`src/rtl/rr_mux_reg.sv`:
```
// ---------------------------------------------------------------------------
// rr_mux_reg
//
// Purpose:
//   N-channel, WIDTH-bit multiplexer with a valid/ready handshake on every
//   input and on the output. The winning channel is chosen either explicitly
//   (sel) or by round-robin arbitration among the valid channels. The chosen
//   word is registered (1-cycle latency) together with its channel index.
//   The output stage is a single-stage pipe that can drain and reload in the
//   same cycle, so it sustains one word per clock.
//
// Optional feature (macro RR_MUX_PKT_LOCK_EN):
//   Adds the in_last port and a two-state IDLE/LOCKED FSM. Once a
//   multi-beat packet starts on a channel, the grant is pinned to that
//   channel until the beat flagged with in_last has been transferred.
//   Without the macro every transfer is a single-beat packet.
//
// Ports:
//   clk        rising-edge clock
//   rst_n      asynchronous active-low reset
//   mode       0 = explicit select via sel, 1 = round-robin
//   sel        explicit channel select (ignored when mode=1)
//   in_data    channel k occupies bits [k*WIDTH +: WIDTH]
//   in_valid   per-channel valid
//   in_last    per-channel end-of-packet (RR_MUX_PKT_LOCK_EN only)
//   in_ready   per-channel ready, one-hot or zero
//   out_data   registered selected word
//   out_chan   index of the channel that supplied out_data
//   out_valid  output word valid
//   out_ready  consumer accepts output
//
// Parameters:
//   WIDTH     data width per channel
//   CHANNELS  number of input channels (2..16)
//   SEL_W     index width, must equal $clog2(CHANNELS)
// ---------------------------------------------------------------------------
module rr_mux_reg #(
    parameter int WIDTH    = 8,
    parameter int CHANNELS = 8,
    parameter int SEL_W    = 3
) (
    input  logic                        clk,
    input  logic                        rst_n,
    input  logic                        mode,
    input  logic [SEL_W-1:0]            sel,
    input  logic [CHANNELS*WIDTH-1:0]   in_data,
    input  logic [CHANNELS-1:0]         in_valid,
`ifdef RR_MUX_PKT_LOCK_EN
    input  logic [CHANNELS-1:0]         in_last,
`endif
    output logic [CHANNELS-1:0]         in_ready,
    output logic [WIDTH-1:0]            out_data,
    output logic [SEL_W-1:0]            out_chan,
    output logic                        out_valid,
    input  logic                        out_ready
);

    // Channel count expressed at index width + 1, used for modulo wrap.
    localparam logic [SEL_W:0]   CH_W    = (SEL_W+1)'(CHANNELS);
    localparam logic [SEL_W-1:0] LAST_CH = SEL_W'(CHANNELS - 1);

    // Output / arbitration state
    logic [WIDTH-1:0]      r_out_data;
    logic [SEL_W-1:0]      r_out_chan;
    logic                  r_out_valid;
    logic [SEL_W-1:0]      r_rr_ptr;

    // Combinational arbitration results
    logic [2*CHANNELS-1:0] w_rot_valid;
    logic                  w_rr_vld;
    logic [SEL_W-1:0]      w_rr_grant;
    logic                  w_sel_vld;
    logic                  w_grant_vld;
    logic [SEL_W-1:0]      w_grant;
    logic [WIDTH-1:0]      w_grant_data;
    logic                  w_last;
    logic                  w_load;
    logic                  w_xfer;

    // -----------------------------------------------------------------------
    // Round-robin search: rotate the valid vector so that bit 0 is the
    // channel at rr_ptr, then take the lowest set bit and map it back to an
    // absolute channel index with a modulo-CHANNELS add.
    // -----------------------------------------------------------------------
    assign w_rot_valid = {in_valid, in_valid} >> r_rr_ptr;

    always_comb begin
        logic [SEL_W:0] w_sum;
        // NOTE: every combinationally assigned signal gets a default first so
        // no path leaves it unassigned, which would infer a latch.
        w_rr_vld   = 1'b0;
        w_rr_grant = '0;
        w_sum      = '0;
        // Scanning downward lets the lowest offset win.
        for (int i = CHANNELS - 1; i >= 0; i--) begin
            if (w_rot_valid[i]) begin
                w_rr_vld = 1'b1;
                w_sum    = {1'b0, r_rr_ptr} + (SEL_W+1)'(i);
                if (w_sum >= CH_W) begin
                    w_sum = w_sum - CH_W;
                end
                w_rr_grant = SEL_W'(w_sum);
            end
        end
    end

    // Explicit select: a sel value with no matching channel never grants.
    always_comb begin
        w_sel_vld = 1'b0;
        for (int k = 0; k < CHANNELS; k++) begin
            if (sel == SEL_W'(k)) begin
                w_sel_vld = in_valid[k];
            end
        end
    end

    // Gated by rst_n so no producer sees ready while the block is in reset.
    assign w_load = rst_n && (!r_out_valid || out_ready);

`ifdef RR_MUX_PKT_LOCK_EN
    // -----------------------------------------------------------------------
    // Packet lock FSM
    // -----------------------------------------------------------------------
    typedef enum logic {
        ST_IDLE   = 1'b0,
        ST_LOCKED = 1'b1
    } lock_state_t;

    lock_state_t      r_state;
    lock_state_t      w_state_nxt;
    logic [SEL_W-1:0] r_lock_chan;
    logic             w_lock_vld;

    always_comb begin
        w_lock_vld = 1'b0;
        for (int k = 0; k < CHANNELS; k++) begin
            if (r_lock_chan == SEL_W'(k)) begin
                w_lock_vld = in_valid[k];
            end
        end
    end

    // While locked the grant is pinned to the packet's channel, ignoring
    // mode, sel and every other valid.
    always_comb begin
        if (r_state == ST_LOCKED) begin
            w_grant_vld = w_lock_vld;
            w_grant     = r_lock_chan;
        end else if (mode) begin
            w_grant_vld = w_rr_vld;
            w_grant     = w_rr_grant;
        end else begin
            w_grant_vld = w_sel_vld;
            w_grant     = sel;
        end
    end

    always_comb begin
        w_last = 1'b0;
        for (int k = 0; k < CHANNELS; k++) begin
            if (w_grant == SEL_W'(k)) begin
                w_last = in_last[k];
            end
        end
    end

    always_comb begin
        w_state_nxt = r_state;
        case (r_state)
            ST_IDLE:   if (w_xfer && !w_last) w_state_nxt = ST_LOCKED;
            ST_LOCKED: if (w_xfer &&  w_last) w_state_nxt = ST_IDLE;
            default:   w_state_nxt = ST_IDLE;
        endcase
    end

    always_ff @(posedge clk or negedge rst_n) begin
        if (!rst_n) begin
            r_state     <= ST_IDLE;
            r_lock_chan <= '0;
        end else begin
            r_state <= w_state_nxt;
            if (r_state == ST_IDLE && w_xfer && !w_last) begin
                r_lock_chan <= w_grant;
            end
        end
    end
`else
    always_comb begin
        if (mode) begin
            w_grant_vld = w_rr_vld;
            w_grant     = w_rr_grant;
        end else begin
            w_grant_vld = w_sel_vld;
            w_grant     = sel;
        end
    end

    // Every transfer is a complete single-beat packet.
    assign w_last = 1'b1;
`endif

    // -----------------------------------------------------------------------
    // Data select and handshake
    // -----------------------------------------------------------------------
    always_comb begin
        w_grant_data = '0;
        for (int k = 0; k < CHANNELS; k++) begin
            if (w_grant == SEL_W'(k)) begin
                w_grant_data = in_data[k*WIDTH +: WIDTH];
            end
        end
    end

    always_comb begin
        in_ready = '0;
        for (int k = 0; k < CHANNELS; k++) begin
            in_ready[k] = w_load && w_grant_vld && (w_grant == SEL_W'(k));
        end
    end

    // A grant always implies in_valid[grant], so grant && load is a transfer.
    assign w_xfer = w_grant_vld && w_load;

    // -----------------------------------------------------------------------
    // Output register and round-robin pointer
    // -----------------------------------------------------------------------
    // NOTE: sequential state is written with non-blocking assignments so all
    // registers update from the same pre-edge values.
    always_ff @(posedge clk or negedge rst_n) begin
        if (!rst_n) begin
            r_out_data  <= '0;
            r_out_chan  <= '0;
            r_out_valid <= 1'b0;
            r_rr_ptr    <= '0;
        end else begin
            if (w_xfer) begin
                // Also covers drain-and-reload in one cycle: no bubble.
                r_out_data  <= w_grant_data;
                r_out_chan  <= w_grant;
                r_out_valid <= 1'b1;
            end else if (out_ready) begin
                // Drain only; data and channel keep their last values.
                r_out_valid <= 1'b0;
            end

            // Pointer moves only on the final beat of a round-robin transfer.
            if (w_xfer && mode && w_last) begin
                r_rr_ptr <= (w_grant == LAST_CH) ? '0 : w_grant + 1'b1;
            end
        end
    end

    assign out_data  = r_out_data;
    assign out_chan  = r_out_chan;
    assign out_valid = r_out_valid;

endmodule

```
`config.mk`:
```
export PLATFORM = sky130hd
export DESIGN_NAME = rr_mux_reg
export DESIGN_NICKNAME = d
export VERILOG_FILES = /design/src/rtl/rr_mux_reg.sv
export SDC_FILE = /design/constraint.sdc
export NUM_CORES = 1
export LEC_CHECK = 0
export CORE_AREA = 2 2 74 76
export DETAILED_ROUTE_END_ITERATION = 16
export DIE_AREA = 0 0 76 78
export GPL_ROUTABILITY_DRIVEN = 0
export PLACE_DENSITY = 0.85
export SYNTH_ARGS = -nofsm -noshare
export SYNTH_HDL_FRONTEND = slang
export SYNTH_SLANG_ARGS = --single-unit
export TNS_END_PERCENT = 20
```
`constraint.sdc`:
```
create_clock -name clk -period 10.3 [get_ports clk]
set_input_delay 1.03 -clock clk [delete_from_list [all_inputs] [get_ports clk]]
set_output_delay 1.03 -clock clk [all_outputs]
set_load 0.01 [all_outputs]
```
==> results by group, run 1 <==
Place
  – HPWL after DPL: 6.22 mm
  – I/O Buffers: 98

Cells and area
  – Antenna Cells: 0
  – Fin util: 66.6%
  – Most common cell after layout, fill and taps aside: clkdlybuf4s50_1
  – Most frequent cells in the layout: 98 x clkdlybuf4s50_1, 39 x nand2_1, 22 x a21oi_1
  – Final nets: 462
  – Area growth, synth to finish: 44.7%
  – Fillers: 430
  – Ratio of cells with drive above 1 in the final layout: 9.09%

Timing
  – Fin crit period: 6430 ps
  – Relative slew slack: 29.2%
  – Fin. Hold Viols: 0
  – Fmax: 155 MHz
  – Tcrit/Tclk final: 62.5%
  – Endpoints failing setup: 0
  – Clk_skew: 1.96 ps
  – RSZ-0062 raised after global routing: no
  – Max Slew Vio Count: 0
  – Final TNS setup: 0 ps
  – Slew @ Worst Pin: 1060 ps

Synth
  – Ys Warns: 0
  – Predominant post-synthesis flop cell: dfrtp_1
  – FFs w/ async S/R, synth: 100%
  – Avg Cell Area, Syn: 7.98 um2
  – Cell count after synthesis: 291
  – Syn nets: 378
  – Post-synth top area cell: dfrtp_1
  – Seq/Total Area, Yosys: 16.2%
  – Register bit total from synthesis: 15
  – Number of enable flip-flop cells after synthesis: 0
  – Synth cell types: 53
  – Synth top area cells: dfrtp_1 16%, mux4_2 9.7%, nand2_1 6.3%
  – Top cell type's share of synthesized area: 16.2%
  – Post-Syn Area: 2320 um2

Setup path
  – Endpoint class of the critical path: output pin
  – Worst path cell trace: clkdlybuf4s50_1 -> mux4_2 -> mux2i_1 -> o211ai_1 -> a31o_1 -> or3_1 -> a21oi_2 -> ha_1 -> clkinv_1 -> nor3_1 -> clkdlybuf4s50_1
  – Reg2reg path depth: 15
  – CP delay by family, top: buffers and inverters
  – Req. time, crit path: 9270 ps
  – Max incr delay on CP: 610 ps
  – Critical path's slowest cell: mux4_2
  – Cell mode on critical path: clkdlybuf4s50_1
  – Setup Crit Path Kind: in2out
  – Stages on the worst setup path: 11
  – Startpoint type of the worst setup path: primary input
  – Worst path arrival time: 5400 ps
  – CP max FO: 18
  – WP buf/inv: 3

Routing
  – Routed wire length: 7.77 mm
  – Routed vias: 2,743
  – Antenna Nets Post-Route: 0
  – Residual DRC: 0
  – DRT Pass-1 Iters: 4
  – Drt wl/cell: 17.5 um
  – Drt initial violations: 224
  – Via-per-instance ratio: 6.18

Power
  – Clock share of power: 5.3%
  – Switch share: 51.8%
  – PD cells: 262 nW/um2
  – Comb power frac: 80.1%
  – Sequential group share of total power: 14.6%
  – Sw power: 455 uW
  – Leakage Power: 0.00123 uW
  – Int Power: 424 uW
  – Max VDD drop: 0.179 mV

CTS
  – TritonCTS Buffers: 3
  – TritonCTS clock tree: built
  – Clk buf depth: 2
  – CTS Root Cell: clkbuf_8
  – Resized Gates After CTS: 0
  – H-Tree Depth: 1
  – CTS sink count: 15
  – Clk_lat worst skew: 250 ps
  – Postcts setup bufs: 0
  – # hold bufs at CTS: 0
  – Clock transition at path regs: 50 ps

Min path
  – Cells on Worst Hold Path: 2
  – Worst hold path type: reg2reg

Outcome
  – Outcome: finished, final reports clean

GRT
  – Largest net degree at the start of global routing: 23
  – GRT overflow: 0
  – First-pass GRT wire length: 12.6 mm
  – Vias in the first global route: 2,595
  – Initial antenna violation count: 0
  – Total GRT Usage: 25.5%

Floorplanning
  – Die area: 5930 um2
  – Die span in x: 76 um
  – Initial core utilization: 46.0%
  – Std cell rows: 26
  – Core area: 5040 um2
  – Number of primary I/O pins: 99
  – Die Ht: 78 um

Run
  – Total of max-cap violations: 0
metal layers:
layer,vias up,wire length [um],part of all wire (%),GRT usage (%)
met5,-,0,0,0
met4,0,116,1.5,7.27
met3,14,532,6.8,2.56
met2,112,3760,48,43.8
met1,1315,3370,43,34.3
li1,1302,-,-,-
worst reg2reg max path, cell delays in order, from the launching register on:
cell and delay [ps]:
dfrtp_1 810, mux4_2 670, mux2_4 320, nor4b_1 300, a211o_1 190, o311ai_2 90
a41oi_2 310, inv_1 100, ha_1 420, nor2b_1 910, a22oi_1 160, o21ai_0 290
nand2_1 80, o31ai_1 320, a21oi_1 110, o21ai_1 150
cells in the mapped netlist (all sizes together) (2+ instances only):
cell,n
nand2,39
o21ai,26
a21oi,24
a22oi,17
clkbuf,15
dfrtp,15
nor2,12
o21a,12
inv,10
mux4,10
a41oi,9
ha,8
mux2i,8
o31ai,8
buf,7
nor3,7
o22ai,7
and3,6
mux2,6
or4,6
a211o,5
a211oi,4
clkinv,3
nor4b,3
o211ai,3
nand2b,2
or3,2
power groups by stage:
stage | combinational (uW) | sequential (uW) | clock [uW]
floorplan | 509 | 108 | 0
global placement | 675 | 127 | 0
detailed placement | 692 | 129 | 0
CTS | 695 | 128 | 48.0
global route | 762 | 134 | 50.5
finish | 705 | 128 | 46.9
registers in the layout, indices dropped and copies added, names as in the netlist:
register   flops
out_valid      1
r_rr_ptr       3
out_data       8
out_chan       3
layout make-up:
type	instances	area [um2]	share of cell area (%)
multi-input combinational	241	1800	53.5
timing repair buffer	101	1000	29.9
sequential	15	375	11.2
tap	70	87.6	2.61
inverter	13	50.0	1.49
clock buffer	4	45.0	1.34
cells by family after synthesis:
| logic type | after synthesis | synth area share [%] |
|---|---|---|
| buffers and inverters | 35 | 6.41 |
| adder cells (fa/ha/maj) | 8 | 4.31 |
| flip-flops | 15 | 16.2 |
| AND/OR/NAND/NOR | 83 | 18.1 |
| multiplexers | 24 | 16.4 |
| AO/OA/AOI/OAI | 126 | 38.7 |
through the flow:
step	area [um2]	hold WS [ps]	worst slack [ps]	instances	power [uW]
final	3360	487	3870	444	880
after detailed placement	3310	477	3890	440	821
after global routing	3360	529	3610	444	946
after floorplan	2320	518	5510	291	617
after global placement	3310	472	4080	440	803
after CTS	3360	488	3900	444	872
path summary, 6_finish.rpt:
| check | from | slack [ps] | end |
|---|---|---|---|
| hold reg to reg | out_data[4]$_DFFE_PN0P_ | 490 | out_data[4]$_DFFE_PN0P_ |
| setup / recovery | in_valid[5] | 3870 | in_ready[1] |
| min in group asynchronous | rst_n | 1190 | out_valid$_DFFE_PN0P_ |
| hold / removal | out_data[4]$_DFFE_PN0P_ | 490 | out_data[4]$_DFFE_PN0P_ |
| setup reg to reg | r_rr_ptr[0]$_DFFE_PN0P_ | 4990 | out_data[0]$_DFFE_PN0P_ |
| max in group asynchronous | rst_n | 8680 | out_data[7]$_DFFE_PN0P_ |
Note: power is estimated with default switching activity, not from simulation.
==> inputs of run 2 (changes only) <==
Settings changed: CORE_AREA 2 2 74 76 to 2 2 76 78, DIE_AREA 0 0 76 78 to 0 0 78 80, PLACE_DENSITY 0.85 to 0.81.
Clock period 10.3 ns to 6.6 ns, I/O delays scaled along.
==> run 2 against run 1 <==
Clock skew about the same. Register-to-register slack worse by 3600 ps. Setup slack worse by 3000 ps. Core utilization down 4.1 points. Largest cell class unchanged. Clock-buffer cell count down 1. Critical path depth unchanged. First-iteration DRC count down 13%. Sequential power up 57%. Hold slack better by 4.1 ps. Wire length up 1.9%. Sequential cell count unchanged.
==> results by group, run 2 (same netlist as run 1, synthesis figures left out) <==
Cells and area
  – Final nets: 464 (+0.43%)
  – Most common cell after layout, fill and taps aside: clkdlybuf4s50_1
  – Fillers: 489 (+14%)
  – Number of flip-flops under the largest register name: 8 (unchanged)
  – Antenna Cells: 0 (unchanged)
  – Non-filler instance count after layout: 448 (+0.90%)
  – Ratio of cells with drive above 1 in the final layout: 9.84% (+0.75 points)
  – Area of the multi-input gates: 1800 um2 (unchanged)
  – Register area: 375 um2 (unchanged)
  – Area growth, synth to finish: 45.5%
  – Most frequent cells in the layout: 98 x clkdlybuf4s50_1, 39 x nand2_1, 22 x a21oi_1

Power
  – Sequential group share of total power: 14.5% (about the same)
  – Leakage Power: 0.00124 uW (+1.1%)
  – PD cells: 410 nW/um2 (+57%)
  – Int Power: 668 uW (+57%)
  – Max VDD drop: 0.233 mV (+30%)
  – Clock share of power: 5.4% (about the same)
  – Comb power frac: 80.1% (about the same)
  – Sw power: 718 uW (+58%)
  – Switch share: 51.8% (about the same)

Timing
  – Final TNS setup: 0 ps (unchanged)
  – Slew @ Worst Pin: 739 ps (-320 ps)
  – Tcrit/Tclk final: 86.6%
  – Max Slew Vio Count: 0 (unchanged)
  – Fin crit period: 5710 ps
  – Fin. Hold Viols: 0 (unchanged)
  – Worst hold slack: 491 ps (+4.07 ps)
  – Relative slew slack: 50.7% (+22 points)
  – RSZ-0062 raised after global routing: no
  – Clk_skew: 1.97 ps (+0.0161 ps)
  – Fmax: 175 MHz
  – Endpoints failing setup: 0 (unchanged)

Setup path
  – Worst path arrival time: 5050 ps (-350 ps)
  – Req. time, crit path: 5940 ps (-3330 ps)
  – FF-to-FF setup slack: 1400 ps (-3590 ps)
  – Max incr delay on CP: 610 ps (about the same)
  – Worst setup endpoint: in_ready[1]
  – Cell mode on critical path: clkdlybuf4s50_1
  – CP max FO: 18 (unchanged)
  – Worst path cell trace: clkdlybuf4s50_1 -> mux4_2 -> mux2i_1 -> o211ai_1 -> a31o_1 -> or3_1 -> a21oi_2 -> ha_1 -> clkinv_1 -> nor3_1 -> clkdlybuf4s50_1
  – Crit. Startpoint: in_valid[5]
  – R2r endpoint: out_data[6]$_DFFE_PN0P_
  – Reg-to-reg startpoint: r_rr_ptr[0]$_DFFE_PN0P_
  – Endpoint class of the critical path: output pin
  – Critical path's slowest cell: mux4_2
  – Reg2reg path depth: 14 (-1)
  – Setup Crit Path Kind: in2out
  – Startpoint type of the worst setup path: primary input

CTS
  – TritonCTS clock tree: built
  – Resized Gates After CTS: 0 (unchanged)
  – CTS Root Cell: clkbuf_8
  – Postcts setup bufs: 0 (unchanged)
  – TritonCTS Buffers: 3 (unchanged)
  – H-Tree Depth: 1 (unchanged)
  – Clk buf depth: 2 (unchanged)
  – Clk_lat worst skew: 250 ps (about the same)
  – # hold bufs at CTS: 0 (unchanged)
  – Clock transition at path regs: 60 ps (about the same)
  – CTS sink count: 15 (unchanged)

Min path
  – Worst hold path type: reg2reg

GRT
  – Initial antenna violation count: 0 (unchanged)
  – Largest net degree at the start of global routing: 23 (unchanged)
  – Vias in the first global route: 2,549 (-1.8%)
  – Total GRT Usage: 25.3% (-0.24 points)
  – First-pass GRT wire length: 12.7 mm (+0.82%)
  – GRT overflow: 0 (unchanged)

Place
  – I/O Buffers: 98 (unchanged)
  – HPWL after DPL: 6.26 mm (+0.65%)
  – Placed insts: 444 (+0.91%)

Floorplanning
  – Die Ht: 80 um (+2.6%)
  – Die span in x: 78 um (+2.6%)
  – Initial core utilization: 42.9% (-3.1 points)
  – Core area: 5410 um2 (+7.2%)
  – Std cell rows: 27 (+3.8%)
  – Number of primary I/O pins: 99 (unchanged)
  – Die area: 6240 um2 (+5.3%)

Routing
  – Routed vias: 2,737 (-0.22%)
  – Residual DRC: 0 (unchanged)
  – Routed wire length: 7.92 mm (+1.9%)
  – Drt wl/cell: 17.7 um (+1.0%)
  – Drt initial violations: 194 (-13%)
  – DRT Pass-1 Iters: 5 (+1)
  – Via-per-instance ratio: 6.11 (-1.1%)
  – Antenna Nets Post-Route: 0 (unchanged)

Run
  – Total of max-cap violations: 0 (unchanged)

Outcome
  – Outcome: finished, final reports clean
[run 2: through the flow]
stage,setup WS [ps],utilization (%),total power [uW],area [um2]
final,885,62.5,1390,3380
after global routing,564,62.5,1500,3380
after CTS,925,62.5,1380,3380
after detailed placement,923,61.6,1300,3330
after global placement,1090,61.6,1270,3330
after floorplan,2450,-,963,2320
[run 2: worst min-delay path by stage]
stage / from / to / slack, ps / cells after the start
detailed placement: out_data[5]$_DFFE_PN0P_ / out_data[5]$_DFFE_PN0P_ / 480 / 2
global placement: out_data[4]$_DFFE_PN0P_ / out_data[4]$_DFFE_PN0P_ / 470 / 2
finish: out_data[5]$_DFFE_PN0P_ / out_data[5]$_DFFE_PN0P_ / 490 / 2
floorplan: rst_n / out_chan[0]$_DFFE_PN0P_ / 360 / 0
CTS: out_data[5]$_DFFE_PN0P_ / out_data[5]$_DFFE_PN0P_ / 490 / 2
global route: out_data[4]$_DFFE_PN0P_ / out_data[4]$_DFFE_PN0P_ / 520 / 2
[run 2: per-layer routing]
metal,share of wire (%),vias to the layer above,global-route usage [%]
li1,-,1313,-
met1,42,1302,33.2
met2,50,109,45.0
met3,5.7,13,1.92
met4,1.7,0,6.32
met5,0,-,0
[run 2: layout make-up]
type                            count  area share [%]
Multi-Input combinational cell    241            53.2
Sequential cell                    15            11.1
Inverter                           13            1.48
Clock inverter                      1           0.148
Tap cell                           72            2.67
Timing Repair Buffer              103            30.2
Clock buffer                        3            1.22
[run 2: critical path: cells and delay by family]
family | cells | cell delay, ps
buf+inv | 3 | 1570
mux | 2 | 960
compound gates | 3 | 650
fa+ha+maj | 1 | 610
simple gates | 2 | 600
[run 2: power groups by stage]
stage               clock [uW]  sequential [uW]  combinational [uW]
finish                    75.0              201                1110
global route              79.7              211                1210
CTS                       76.3              201                1100
detailed placement           0              202                1090
global placement             0              198                1070
floorplan                    0              168                 795
